### src/rtl/exponent_controller.sv
// Initiator side of the exponent accelerator enable/ready handshake.
// Host jobs (x, a, tag) are buffered in a small FIFO and issued one at a time.
// Each result is returned with its tag and a cycle count on a valid/ready stream.
module exponent_controller #(
  parameter int DEPTH = 4,
  parameter int TAG_W = 4
) (
  input  logic                       clock,
  input  logic                       reset,
  input  logic                       req_valid,
  output logic                       req_ready,
  input  logic [31:0]                req_x,
  input  logic [31:0]                req_a,
  input  logic [TAG_W-1:0]           req_tag,
  output logic                       res_valid,
  input  logic                       res_ready,
  output logic [31:0]                res_p,
  output logic [TAG_W-1:0]           res_tag,
  output logic [31:0]                res_cycles,
  output logic [$clog2(DEPTH):0]     q_count,
  output logic                       acc_enable,
  output logic [31:0]                acc_x,
  output logic [31:0]                acc_a,
  input  logic                       acc_ready,
  input  logic [31:0]                acc_p
);

  localparam int PTR_W = $clog2(DEPTH);
  localparam int CNT_W = PTR_W + 1;
  localparam logic [CNT_W-1:0] FULL_COUNT = CNT_W'(DEPTH);

  typedef enum logic [2:0] {
    S_IDLE,
    S_ISSUE,
    S_WAIT_BUSY,
    S_WAIT_DONE,
    S_RESULT
  } state_t;

  state_t state_q, state_d;

  logic [31:0]      fifo_x_mem   [DEPTH];
  logic [31:0]      fifo_a_mem   [DEPTH];
  logic [TAG_W-1:0] fifo_tag_mem [DEPTH];

  logic [PTR_W-1:0] wr_ptr_q, rd_ptr_q;
  logic [CNT_W-1:0] count_q;

  logic             push, pop, capture;

  logic             acc_enable_q, res_valid_q;
  logic [31:0]      acc_x_q, acc_a_q, cyc_q;
  logic [TAG_W-1:0] tag_q;
  logic [31:0]      res_p_q, res_cycles_q;
  logic [TAG_W-1:0] res_tag_q;

  // Fullness comes from registered occupancy only, so a same-cycle pop never frees a slot.
  assign req_ready = (count_q != FULL_COUNT);
  assign push      = req_valid && req_ready;

  // Job storage; contents are only meaningful between the pointers, so no reset is needed.
  always_ff @(posedge clock) begin
    if (push) begin
      fifo_x_mem[wr_ptr_q]   <= req_x;
      fifo_a_mem[wr_ptr_q]   <= req_a;
      fifo_tag_mem[wr_ptr_q] <= req_tag;
    end
  end

  // FIFO pointers wrap naturally at the power-of-two depth; occupancy tracks push minus pop.
  always_ff @(posedge clock or posedge reset) begin
    if (reset) begin
      wr_ptr_q <= '0;
      rd_ptr_q <= '0;
      count_q  <= '0;
    end else begin
      if (push) wr_ptr_q <= wr_ptr_q + PTR_W'(1);
      if (pop)  rd_ptr_q <= rd_ptr_q + PTR_W'(1);
      count_q <= count_q + CNT_W'(push) - CNT_W'(pop);
    end
  end

  // Next-state logic; pop and capture are the one-cycle events tied to transitions.
  always_comb begin
    state_d = state_q;
    pop     = 1'b0;
    capture = 1'b0;
    case (state_q)
      S_IDLE: begin
        if ((count_q != '0) && acc_ready) begin
          state_d = S_ISSUE;
          pop     = 1'b1;
        end
      end
      S_ISSUE:     state_d = S_WAIT_BUSY;
      // Ready is high while the accelerator idles; only a fresh rise after a low marks completion.
      S_WAIT_BUSY: if (!acc_ready) state_d = S_WAIT_DONE;
      S_WAIT_DONE: begin
        if (acc_ready) begin
          state_d = S_RESULT;
          capture = 1'b1;
        end
      end
      S_RESULT:    if (res_ready) state_d = S_IDLE;
      default:     state_d = S_IDLE;
    endcase
  end

  // State register.
  always_ff @(posedge clock or posedge reset) begin
    if (reset) state_q <= S_IDLE;
    else       state_q <= state_d;
  end

  // Registered Moore outputs, operand/tag load on pop, saturating cycle counter, result capture.
  always_ff @(posedge clock or posedge reset) begin
    if (reset) begin
      acc_enable_q <= 1'b0;
      res_valid_q  <= 1'b0;
      acc_x_q      <= '0;
      acc_a_q      <= '0;
      tag_q        <= '0;
      cyc_q        <= '0;
      res_p_q      <= '0;
      res_tag_q    <= '0;
      res_cycles_q <= '0;
    end else begin
      acc_enable_q <= (state_d == S_ISSUE);
      res_valid_q  <= (state_d == S_RESULT);
      if (pop) begin
        acc_x_q <= fifo_x_mem[rd_ptr_q];
        acc_a_q <= fifo_a_mem[rd_ptr_q];
        tag_q   <= fifo_tag_mem[rd_ptr_q];
        cyc_q   <= 32'd1;
      end else if ((state_q inside {S_ISSUE, S_WAIT_BUSY, S_WAIT_DONE}) && (cyc_q != '1)) begin
        cyc_q <= cyc_q + 32'd1;
      end
      if (capture) begin
        res_p_q      <= acc_p;
        res_tag_q    <= tag_q;
        res_cycles_q <= cyc_q;
      end
    end
  end

  assign acc_enable = acc_enable_q;
  assign acc_x      = acc_x_q;
  assign acc_a      = acc_a_q;
  assign res_valid  = res_valid_q;
  assign res_p      = res_p_q;
  assign res_tag    = res_tag_q;
  assign res_cycles = res_cycles_q;
  assign q_count    = count_q;

endmodule
### config.mk
export PLATFORM = sky130hd
export DESIGN_NAME = exponent_controller
export DESIGN_NICKNAME = d
export VERILOG_FILES = /design/src/rtl/exponent_controller.sv
export SDC_FILE = /design/constraint.sdc
export NUM_CORES = 1
export LEC_CHECK = 0
export BUFFER_PORTS_ARGS = -buffer_cell sky130_fd_sc_hd__buf_2
export CAP_MARGIN = 20
export CORE_MARGIN = 1.5
export CORE_UTILIZATION = 55
export CTS_CLUSTER_SIZE = 16
export DETAILED_ROUTE_END_ITERATION = 7
export PLACE_DENSITY = 0.83
export SYNTH_ARGS = -nofsm -noshare
export SYNTH_HDL_FRONTEND = slang
export SYNTH_SLANG_ARGS = --single-unit
### constraint.sdc
create_clock -name clock -period 6.6 [get_ports clock]
set_input_delay 0.66 -clock clock [delete_from_list [all_inputs] [get_ports clock]]
set_output_delay 0.66 -clock clock [all_outputs]
set_load 0.02 [all_outputs]
# Word level (Yosys, flattened, before mapping)
# Memories as Yosys holds them, arrays and structs flattened. A register that Yosys moved wholly into a read port is not among the register bits.
# Index checks and enable logic that the tools add are counted.
# op_classes
add_sub_neg	5
eq_ne	8
mux	13
reduce_logical	7
# op_table
op	count
$mux 32	2
$add 32x1->32 const B	1
$ne 32x32->1 const B	1
$pmux 3 s5	1
$mux 3	4
$eq 3x1->1 const B	2
$eq 3x2->1 const B	2
$eq 3x3->1 const B	2
$mux 1	6
$reduce_bool 3->1	2
$add 2x1->2 const B	2
$add 3x1->3	1
$logic_and 1x1->1	3
$logic_not 3->1	1
$ne 3x3->1 const B	1
$sub 3x1->3	1
$reduce_bool 2->1	1
# totals
reg_bits	112
ram_bits	272
input_bits	105
output_inout_bits	138
wordCells	46
memories	3
# mem_list
name	depth	word_bits	rd	rd_clocked_by_memory_dff	wr	line_no	rtl
fifo_a_mem	4	32	1	1	1	43	logic [31:0] fifo_a_mem [DEPTH];
fifo_x_mem	4	32	1	1	1	42	logic [31:0] fifo_x_mem [DEPTH];
fifo_tag_mem	4	4	1	1	1	44	logic [TAG_W-1:0] fifo_tag_mem [DEPTH];

# Longest topological paths before layout
# Gate-level depths: netlist of run 1.
# logic_depth
depth_word	5
ltp_mapped	11
mapped_depth_nobuf	11

# Least setup slack after synthesis of run 1
# Ideal clock, no wire load.
# synth_timing
kind	reg-to-reg
from	reg count_q[1] (netlist: q_count[1])
to	mem fifo_a_mem[0][0] (enable)
arrival_ns	2.503
t_required_ns	6.166
setup_slack_ns	3.663
path_stages_with_launch	4
n_path_buf	0
synth_period_minus_slack_ns	2.937
cell_sequence	dfrtp_1 > nor2_1 > nand2_1 > and3_1
# synth_via
elab_chain_len	4
# synth_rtl
item	line_no	rtl
start, declared	47	logic [CNT_W-1:0] count_q;
start signal, assigned	79	count_q <= count_q + CNT_W'(push) - CNT_W'(pop);
$ne 3x3->1	58	assign req_ready = (count_q != FULL_COUNT);
via req_ready	11	output logic req_ready,
$logic_and 1x1->1	59	assign push = req_valid && req_ready;
$mux 1	63	if (push) begin
$mux 1 (not written as such)	65	fifo_a_mem[wr_ptr_q] <= req_a;
end, declared	43	
# The timed path passes the listed nets, and every way through them passes these cells.

==> results.ini, run 1 <==
[timing]
finalWorstSetupSlack_ns = 4.07
relSlewSlack_pct = 29.0
finalSetupViolCount = 0
fmax_mhz = 395
period_needed_ns = 2.53
rsz0062_at_grt = no
drv_slew = 0
clock-skew-final_ns = 0.0355
post-route-period-util_pct = 38.4
tightest_slew_ns = 1.06
final_hold_viol_count = 0
setup_tns_ns = 0

[clock_tree]
numCtsBuffers = 45
cts.sink_count = 452
postCtsHoldBufs = 0
clk_pin_slew_worst_paths_ns = 0.06
cts_htree_levels = 2
clkLatencyLatePin_ns = 0.57
clock-root-buffer = clkbuf_16
post-cts-setup-buffers = 0
ctsLongestPathBuffers = 3
cts_tree = built
cts.repair.resized = 0

[setup_path]
critPathCaptureType = flip-flop
cp-startpoint = rd_ptr_q[0]
cp.arrival_ns = 2.99
worst_setup_path_start_kind = flip-flop
r2r-start = rd_ptr_q[0]
required_ns = 7.05
criticalPathCategory = flip-flop to flip-flop
crit_path_max_fanout = 37

[logic_synthesis]
synth_cell_type_count = 43
synth_common_cells = edfxtp_1, nand2_1, dfrtp_1
ys_seq_area_share_pct = 73.7
synthTopCellsByArea = edfxtp_1, dfrtp_1, mux4_2
yosys_warnings = 0
synthArstFlopShare_pct = 39.8
syn_avg_cell_area_um2 = 16.4
synth_area_mm2 = 0.0172
syn_nets = 1161
synth_top_area_share_pct = 47.5
synth_edf_count = 272
syn_inst = 1048
yosysMostFrequentCell = edfxtp_1
synth_largest_area_cell = edfxtp_1
synth_seq_cells = 452
ys.flop_type = edfxtp_1

[route]
postRouteWirelength_um = 34100
drc_errors = 0
final_antenna_net_count = 0
viasPerCell = 5.56
vias = 9647
drt-initial-drc-count = 748
drtPass1Iterations = 5
wire_per_inst_um = 19.7

[grt]
grt_pass1_vias = 9913
grt_max_degree = 126
grt_pass1_wl_um = 54600
grt_antenna_before_repair = 8
grt_overflow_total = 0
grt_use_total_pct = 21.5

[placed_design]
dpl.hpwl_um = 19800
gp_routability_congestion = 0.853
portBuffers = 242
post-place-ws_ns = 3.99

[floorplan]
dieArea_mm2 = 0.0323
die_w_um = 180
coreArea_mm2 = 0.0307
rows = 64
initial_utilization_pct = 56.1
io_pins = 243
die_h_um = 180

[cells_and_area]
final_nets = 1410
layout-drive-gt1-share_pct = 35.5
syn2layout_area_growth_pct = 18.4

[power]
ir_drop_v = 0.000340
p_leak_nw = 8.44
power_density_mw_per_mm2 = 465

[run]
max-cap-violations = 0

[outcome]
outcome = completed

[hold_path]
min-delay-path-class = input port to asynchronous set/reset pin

==> worst paths after layout <==
kind                                      to  slack (ns)  cells past startpoint
setup / recovery                   acc_x[23]        4.07                      4
hold / removal                     acc_a[27]        0.30                      2
setup reg to reg                   acc_x[23]        4.07                      4
hold reg to reg                    acc_a[11]        0.47                      2
max in group asynchronous           res_p[2]        5.04                      3
min in group clock         fifo_a_mem[1][13]        0.30                      1
==> cell usage in the layout (no fill, tap or decap), drive strengths merged, types with 15 or more instances in the layout <==
master,instances
nand2,235
mux4,68
buf,252
nand3,19
nor2,20
xnor2,15
o21ai,26
dfrtp,180
mux2,66
clkbuf,61
edfxtp,272
clkinv,17
==> worst max-delay path, cell delays in order (launching register included) <==
cell and delay (ns):
dfrtp_4 0.88, buf_4 0.74, mux4_2 0.62, nand2_1 0.09
nand2_1 0.07
==> routing by layer <==
layer | vias up | global-route usage (%) | wire, um
met4 | 4 | 6.93 | 799
met3 | 73 | 4.80 | 2510
met1 | 4820 | 28.7 | 13900
met2 | 382 | 35.6 | 16900
met5 | - | 0 | 27
li1 | 4368 | - | -
==> sequential cells by signal, indices dropped and copies added, names as in the netlist, 3 cells and up <==
| name | count |
|---|---|
| fifo_a_mem | 128 |
| fifo_x_mem | 128 |
| acc_a | 32 |
| acc_x | 32 |
| cyc_q | 32 |
| res_cycles | 32 |
| res_p | 32 |
| fifo_tag_mem | 16 |
| res_tag | 4 |
| tag_q | 4 |
| q_count | 3 |
| state_q | 3 |
==> area by class of cell <==
type / instances / area [um2]
antenna: 5 / 12.5
clock buffer: 61 / 1250
clock inverter: 23 / 289
fill: 2096 / 10300
inverter: 11 / 50.0
multi-input combinational: 535 / 4290
sequential: 452 / 12700
tap: 396 / 495
timing repair buffer: 252 / 1290
==> report_power, final <==
| group | internal [W] | total (W) | leakage (nW) | switching [W] |
|---|---|---|---|---|
| clock network | 0.00153 | 0.00259 | 0.754 | 0.00106 |
| logic | 0.00108 | 0.00259 | 2.89 | 0.00150 |
| registers | 0.00379 | 0.00429 | 4.80 | 0.000493 |
==> per-stage QoR <==
stage / total power [W] / area, um2 / hold slack (ns) / cells / util [%]
after floorplan: 0.00608 / 17200 / 0.442 / 1048 / -
final: 0.00946 / 20400 / 0.299 / 1735 / 66.4
after CTS: 0.00957 / 20300 / 0.280 / 1730 / 66.3
after global placement: 0.00686 / 18800 / 0.452 / 1646 / 61.3
after global routing: 0.00994 / 20300 / 0.288 / 1733 / 66.3
after detailed placement: 0.00696 / 18800 / 0.458 / 1646 / 61.3
==> logic make-up (layout without fill, tap and decap cells) <==
family          after synthesis  count (layout)  share of synthesized area (%)
flops                       452             452                           73.7
simple gates                329             329                           8.30
mux                         139             139                           13.5
buf+inv                      61             347                           1.47
compound gates               41              41                           1.45
xor+xnor                     18              18                          0.917
fa+ha+maj                     8               8                          0.626
other cells                   0               5                              0
Note: power is estimated with default switching activity, not from simulation.
==> inputs of run 2 (changes only) <==
--- a/config.mk
+++ b/config.mk
@@ -8,10 +8,10 @@
 export BUFFER_PORTS_ARGS = -buffer_cell sky130_fd_sc_hd__buf_2
 export CAP_MARGIN = 20
 export CORE_MARGIN = 1.5
-export CORE_UTILIZATION = 55
+export CORE_UTILIZATION = 51
 export CTS_CLUSTER_SIZE = 16
 export DETAILED_ROUTE_END_ITERATION = 7
-export PLACE_DENSITY = 0.83
+export PLACE_DENSITY = 0.81
 export SYNTH_ARGS = -nofsm -noshare
 export SYNTH_HDL_FRONTEND = slang
 export SYNTH_SLANG_ARGS = --single-unit
==> constraint.sdc (replaced) <==
create_clock -name clock -period 2.1 [get_ports clock]
set_input_delay 0.21 -clock clock [delete_from_list [all_inputs] [get_ports clock]]
set_output_delay 0.21 -clock clock [all_outputs]
set_load 0.02 [all_outputs]
==> results.ini, run 2 (synthesized netlist as in run 1, its figures left out) <==
[setup_path]
cpPeakStageDelay_ns = 0.80  ; -0.08 ns
criticalPathCategory = flip-flop to flip-flop
crit_path_max_fanout = 76  ; +110%
critPathCaptureType = flip-flop
crit_chain = or3_1 -> nand4b_1 -> buf_4 -> nand3_1 -> o21ai_0
cpMaxStageDelayCell = buf_4
required_ns = 2.54  ; -4.51 ns
worst_setup_path_start_kind = flip-flop
cp.arrival_ns = 2.67  ; -0.32 ns

[cells_and_area]
reg.largest.list = fifo_a_mem (128), fifo_x_mem (128)
layout-drive-gt1-share_pct = 37.0  ; +1.5 points
final_common_cell = edfxtp_1
postLayoutCellArea_mm2 = 0.0223  ; +9.4%
final_nets = 1582  ; +12%
final_cell_mix = edfxtp_1, buf_2, nand2_1, dfrtp_1, dlygate4sd3_1
syn2layout_area_growth_pct = 29.5
fillCellCount = 2227  ; +6.3%

[floorplan]
die_h_um = 187  ; +3.8%
io_pins = 243  ; unchanged
coreArea_mm2 = 0.0334  ; +8.8%
die_w_um = 187  ; +3.8%
rows = 67  ; +4.7%
initial_utilization_pct = 51.5  ; -4.5 points
dieArea_mm2 = 0.0348  ; +7.7%

[grt]
grt_overflow_total = 0  ; unchanged
grt_pass1_wl_um = 61300  ; +12%
grt_pass1_vias = 11200  ; +13%
grt_max_degree = 77  ; -39%
grt_use_total_pct = 22.7  ; +1.1 points
grt_antenna_before_repair = 2  ; -6

[route]
final_antenna_net_count = 0  ; unchanged
wl_met2_um = 20500  ; +21%
drtPass1Iterations = 4  ; -1
wire_per_inst_um = 20.1  ; +1.9%
met1_length_um = 14900  ; +7.2%
drc_errors = 0  ; unchanged
routed-wl-met3_um = 2930  ; +17%
postRouteWirelength_um = 39200  ; +15%
dr.max_layer_used = met4
drt-initial-drc-count = 759  ; +1.5%
vias = 10600  ; +9.7%
viasPerCell = 5.42  ; -2.6%

[clock_tree]
cts_htree_levels = 2  ; unchanged
clock-root-buffer = clkbuf_16
cts.sink_count = 452  ; unchanged
clkLatencyLatePin_ns = 0.55  ; -0.02 ns
clk_pin_slew_worst_paths_ns = 0.06  ; about the same
cts_tree = built
ctsLongestPathBuffers = 3  ; unchanged
numCtsBuffers = 46  ; +2.2%

[hold_path]
min-delay-path-class = input port to flip-flop

[timing]
clock-skew-final_ns = 0.0381  ; +0.00251 ns
finalSetupViolCount = 2  ; +2
relSlewSlack_pct = 32.4  ; +3.4 points
holdWs_ns = 0.198  ; -0.101 ns
fmax_mhz = 449  ; +14%
final_hold_viol_count = 0  ; unchanged
rsz0062_at_grt = yes
finalWorstSetupSlack_ns = -0.127  ; -4.19 ns
period_needed_ns = 2.23  ; -0.307 ns
tightest_slew_ns = 1.01  ; -0.0504 ns
post-route-period-util_pct = 106  ; +68 points
drv_slew = 0  ; unchanged
setup_tns_ns = -0.209  ; -0.209 ns

[placed_design]
gp_routability_congestion = 0.841  ; -1.4%
dpl.hpwl_um = 23200  ; +17%
post-place-ws_ns = -0.158  ; -4.15 ns
portBuffers = 242  ; unchanged
dpl_cell_area_mm2 = 0.0196  ; +4.1%

[outcome]
violations = negative setup slack
outcome = finished, violations left

[power]
ir_drop_v = 0.00100  ; +190%
power_density_mw_per_mm2 = 1400  ; +200%
p_leak_nw = 9.28  ; +10%
total_power_w = 0.0311  ; +230%

[run]
max-cap-violations = 0  ; unchanged

## run 2: cell types whose count changed in the layout (fill, tap and decap cells not counted), moves of 3 or more
cell / delta
clkinv_2: -3
clkbuf_1: -3
dlygate4sd3_1: +103
inv_1: -4
diode_2: -3
buf_12: +22
clkbuf_16: +4
buf_4: +43
clkinvlp_4: +7
inv_2: +4
## run 2: worst max-delay path: cells and delay by family (launching register included)
kind            cells  cell delay [ns]
compound gates      1             0.19
flops               1             0.37
simple gates        3             0.74
buf+inv             1             0.80
## run 2: area by class of cell
type	count	area, um2	share of cell area [%]
inverter	11	46.3	0.208
clock buffer	61	1300	5.83
sequential	452	12700	56.9
clock inverter	21	200	0.899
multi-input combinational	535	4330	19.5
timing repair buffer	423	3140	14.1
tap	448	561	2.52
antenna	2	5.00	0.0225
## run 2: per-stage QoR
step                instances  util [%]
global route             1952      66.7
detailed placement       1758      58.7
CTS                      1944      66.4
floorplan                1048         -
global placement         1758      58.7
finish                   1953      66.7
## run 2: worst paths after layout
path | startpoint | end | slack, ns | cells after the start
worst max register to register | q_count[2] | cyc_q[24] | -0.13 | 5
worst min-delay path | req_valid | wr_ptr_q[0] | 0.20 | 4
max in group asynchronous | reset | res_p[6] | 1.22 | 4
worst max-delay path | q_count[2] | cyc_q[24] | -0.13 | 5
min in group asynchronous | reset | cyc_q[16] | 0.26 | 3
worst min register to register | acc_a[19] | acc_a[19] | 0.46 | 2
## run 2: layer usage
| metal | vias up | track usage, % |
|---|---|---|
| li1 | 4713 | - |
| met4 | 0 | 6.67 |
| met2 | 455 | 40.4 |
| met5 | - | 0 |
| met1 | 5342 | 28.2 |
| met3 | 69 | 4.40 |
## run 2: repair_timing
action / CTS / global route
endpoints found under the setup margin: 5 / 86
buffers inserted: 1 / 6
pin swaps: 5 / 8
hold buffers: 103 / 0
gates resized for setup: 7 / 11
hold endpoints to repair: 319 / 0
cloned: 0 / 2
## run 2: power breakdown
part           total (W)  internal (W)  switching (W)
sequential        0.0131        0.0119        0.00121
clock            0.00803       0.00472        0.00331
combinational    0.00995       0.00436        0.00559
==> inputs of run 3 (changes only) <==
--- a/config.mk
+++ b/config.mk
@@ -12,6 +12,7 @@
 export CTS_CLUSTER_SIZE = 16
 export DETAILED_ROUTE_END_ITERATION = 7
 export PLACE_DENSITY = 0.81
+export RECOVER_POWER = 50
 export SYNTH_ARGS = -nofsm -noshare
 export SYNTH_HDL_FRONTEND = slang
 export SYNTH_SLANG_ARGS = --single-unit
==> results.ini, run 3 (synthesized netlist as in run 1, its figures left out) <==
[setup_path]
r2r-start = q_count[2]
critPathCaptureType = flip-flop
cpMaxStageDelayCell = buf_4
cpPeakStageDelay_ns = 0.81  ; about the same
crit_chain = or3_1 -> nand4b_1 -> buf_4 -> nand3_1 -> o21ai_0
reg2reg_depth = 5  ; unchanged
cp-startpoint = q_count[2]
worst_setup_path_start_kind = flip-flop
cp.arrival_ns = 2.67  ; about the same
crit_path_max_fanout = 76  ; unchanged
criticalPathCategory = flip-flop to flip-flop
required_ns = 2.55  ; about the same

[cells_and_area]
seqCellArea_mm2 = 0.0127  ; unchanged
multi_input_area_mm2 = 0.00433  ; unchanged
fillCellCount = 2282  ; +2.5%
layout-drive-gt1-share_pct = 29.9  ; -7.1 points
syn2layout_area_growth_pct = 28.4
final_nets = 1582  ; unchanged
postLayoutCellArea_mm2 = 0.0221  ; -0.85%
final_cells = 1952  ; -0.051%
final_cell_mix = edfxtp_1, nand2_1, dfrtp_1, buf_2, clkbuf_1
reg.largest.list = fifo_a_mem (128), fifo_x_mem (128)
final_common_cell = edfxtp_1

[route]
postRouteWirelength_um = 39400  ; +0.47%
viasPerCell = 5.42  ; +0.13%
drtPass1Iterations = 5  ; +1
wire_per_inst_um = 20.2  ; +0.52%
drc_errors = 0  ; unchanged
vias = 10600  ; +0.076%
final_antenna_net_count = 0  ; unchanged
drt-initial-drc-count = 756  ; -0.40%

[clock_tree]
clk_pin_slew_worst_paths_ns = 0.06  ; about the same
clkLatencyLatePin_ns = 0.56  ; about the same
cts.sink_count = 452  ; unchanged
numCtsBuffers = 46  ; unchanged
ctsLongestPathBuffers = 3  ; unchanged
cts_tree = built
cts_htree_levels = 2  ; unchanged
clock-root-buffer = clkbuf_16

[timing]
clock-skew-final_ns = 0.0394  ; +0.00138 ns
rsz0062_at_grt = yes
final_hold_viol_count = 0  ; unchanged
relSlewSlack_pct = 31.4  ; -0.97 points
drv_slew = 0  ; unchanged
post-route-period-util_pct = 106  ; about the same
fmax_mhz = 449  ; about the same
finalSetupViolCount = 2  ; unchanged
holdWs_ns = 0.197  ; -0.000705 ns
finalWorstSetupSlack_ns = -0.128  ; -0.00137 ns
period_needed_ns = 2.23  ; +0.00137 ns
tightest_slew_ns = 1.03  ; +0.0146 ns

[hold_path]
hold_depth = 4  ; unchanged
min_from = req_valid
min-delay-path-class = input port to flip-flop

[placed_design]
gp_routability_congestion = 0.841  ; unchanged
dpl_cell_area_mm2 = 0.0196  ; unchanged
place_inst = 1758  ; unchanged
post-place-ws_ns = -0.158  ; unchanged
dpl.hpwl_um = 23200  ; unchanged
portBuffers = 242  ; unchanged

[power]
ir_drop_v = 0.00100  ; -0.16%
power_density_mw_per_mm2 = 1400  ; +0.57%
p_leak_nw = 8.95  ; -3.5%
total_power_w = 0.0310  ; -0.29%

[outcome]
outcome = finished, violations left
violations = negative setup slack

[floorplan]
initial_utilization_pct = 51.5  ; unchanged
die_w_um = 187  ; unchanged
coreArea_mm2 = 0.0334  ; unchanged
dieArea_mm2 = 0.0348  ; unchanged
io_pins = 243  ; unchanged
rows = 67  ; unchanged
die_h_um = 187  ; unchanged

[grt]
grt_use_total_pct = 22.7  ; unchanged
grt_max_degree = 77  ; unchanged
grt_pass1_vias = 11200  ; unchanged
grt_antenna_before_repair = 2  ; unchanged
grt_pass1_wl_um = 61300  ; unchanged
grt_overflow_total = 0  ; unchanged

[run]
max-cap-violations = 0  ; unchanged

## run 3: layer usage
| metal | vias to the layer above | wire length [um] | global-route usage, % |
|---|---|---|---|
| li1 | 4712 | - | - |
| met1 | 5360 | 15200 | 28.2 |
| met2 | 443 | 20500 | 40.4 |
| met3 | 70 | 2820 | 4.40 |
| met4 | 2 | 863 | 6.67 |
| met5 | - | 13 | 0 |
## run 3: timing repair
| action | CTS | global route |
|---|---|---|
| hold endpoints to repair | 319 | 0 |
| gates cloned | 0 | 2 |
| resized for setup | 7 | 11 |
| setup endpoints to repair | 5 | 86 |
| pin swaps | 5 | 8 |
| setup buffers | 1 | 6 |
| hold buffers | 103 | 0 |
## run 3: through the flow
step | setup TNS, ns | util (%)
detailed placement | -0.158 | 58.7
floorplan | -76.18 | -
global placement | -0.0877 | 58.7
global route | -2.76 | 66.2
CTS | -0.195 | 66.4
finish | -0.212 | 66.2
## run 3: final timing paths
check / slack [ns] / endpoint
setup / recovery: -0.13 / cyc_q[24]
hold / removal: 0.20 / wr_ptr_q[0]
setup reg to reg: -0.13 / cyc_q[24]
hold reg to reg: 0.46 / acc_a[19]
max in group asynchronous: 0.35 / rd_ptr_q[1]
min in group asynchronous: 0.33 / state_q[1]
## run 3: layout make-up
cell class / instances / area share, %
Multi-Input combinational cell: 535 / 19.6
Clock buffer: 61 / 5.88
Tap cell: 448 / 2.54
Clock inverter: 21 / 0.907
Sequential cell: 452 / 57.4
Inverter: 11 / 0.198
Antenna cell: 1 / 0.0113
Timing Repair Buffer: 423 / 13.4
## run 3: worst max-delay path: cells and delay by family, from the launching register on
kind | cells | cell delay (ns)
simple gates | 3 | 0.74
compound gates | 1 | 0.19
buf+inv | 1 | 0.81
flops | 1 | 0.37
## run 3: report_power, final
part / switching [W] / leakage, nW / internal [W]
clock network: 0.00332 / 0.721 / 0.00472
registers: 0.00122 / 4.80 / 0.0119
logic: 0.00560 / 3.44 / 0.00424
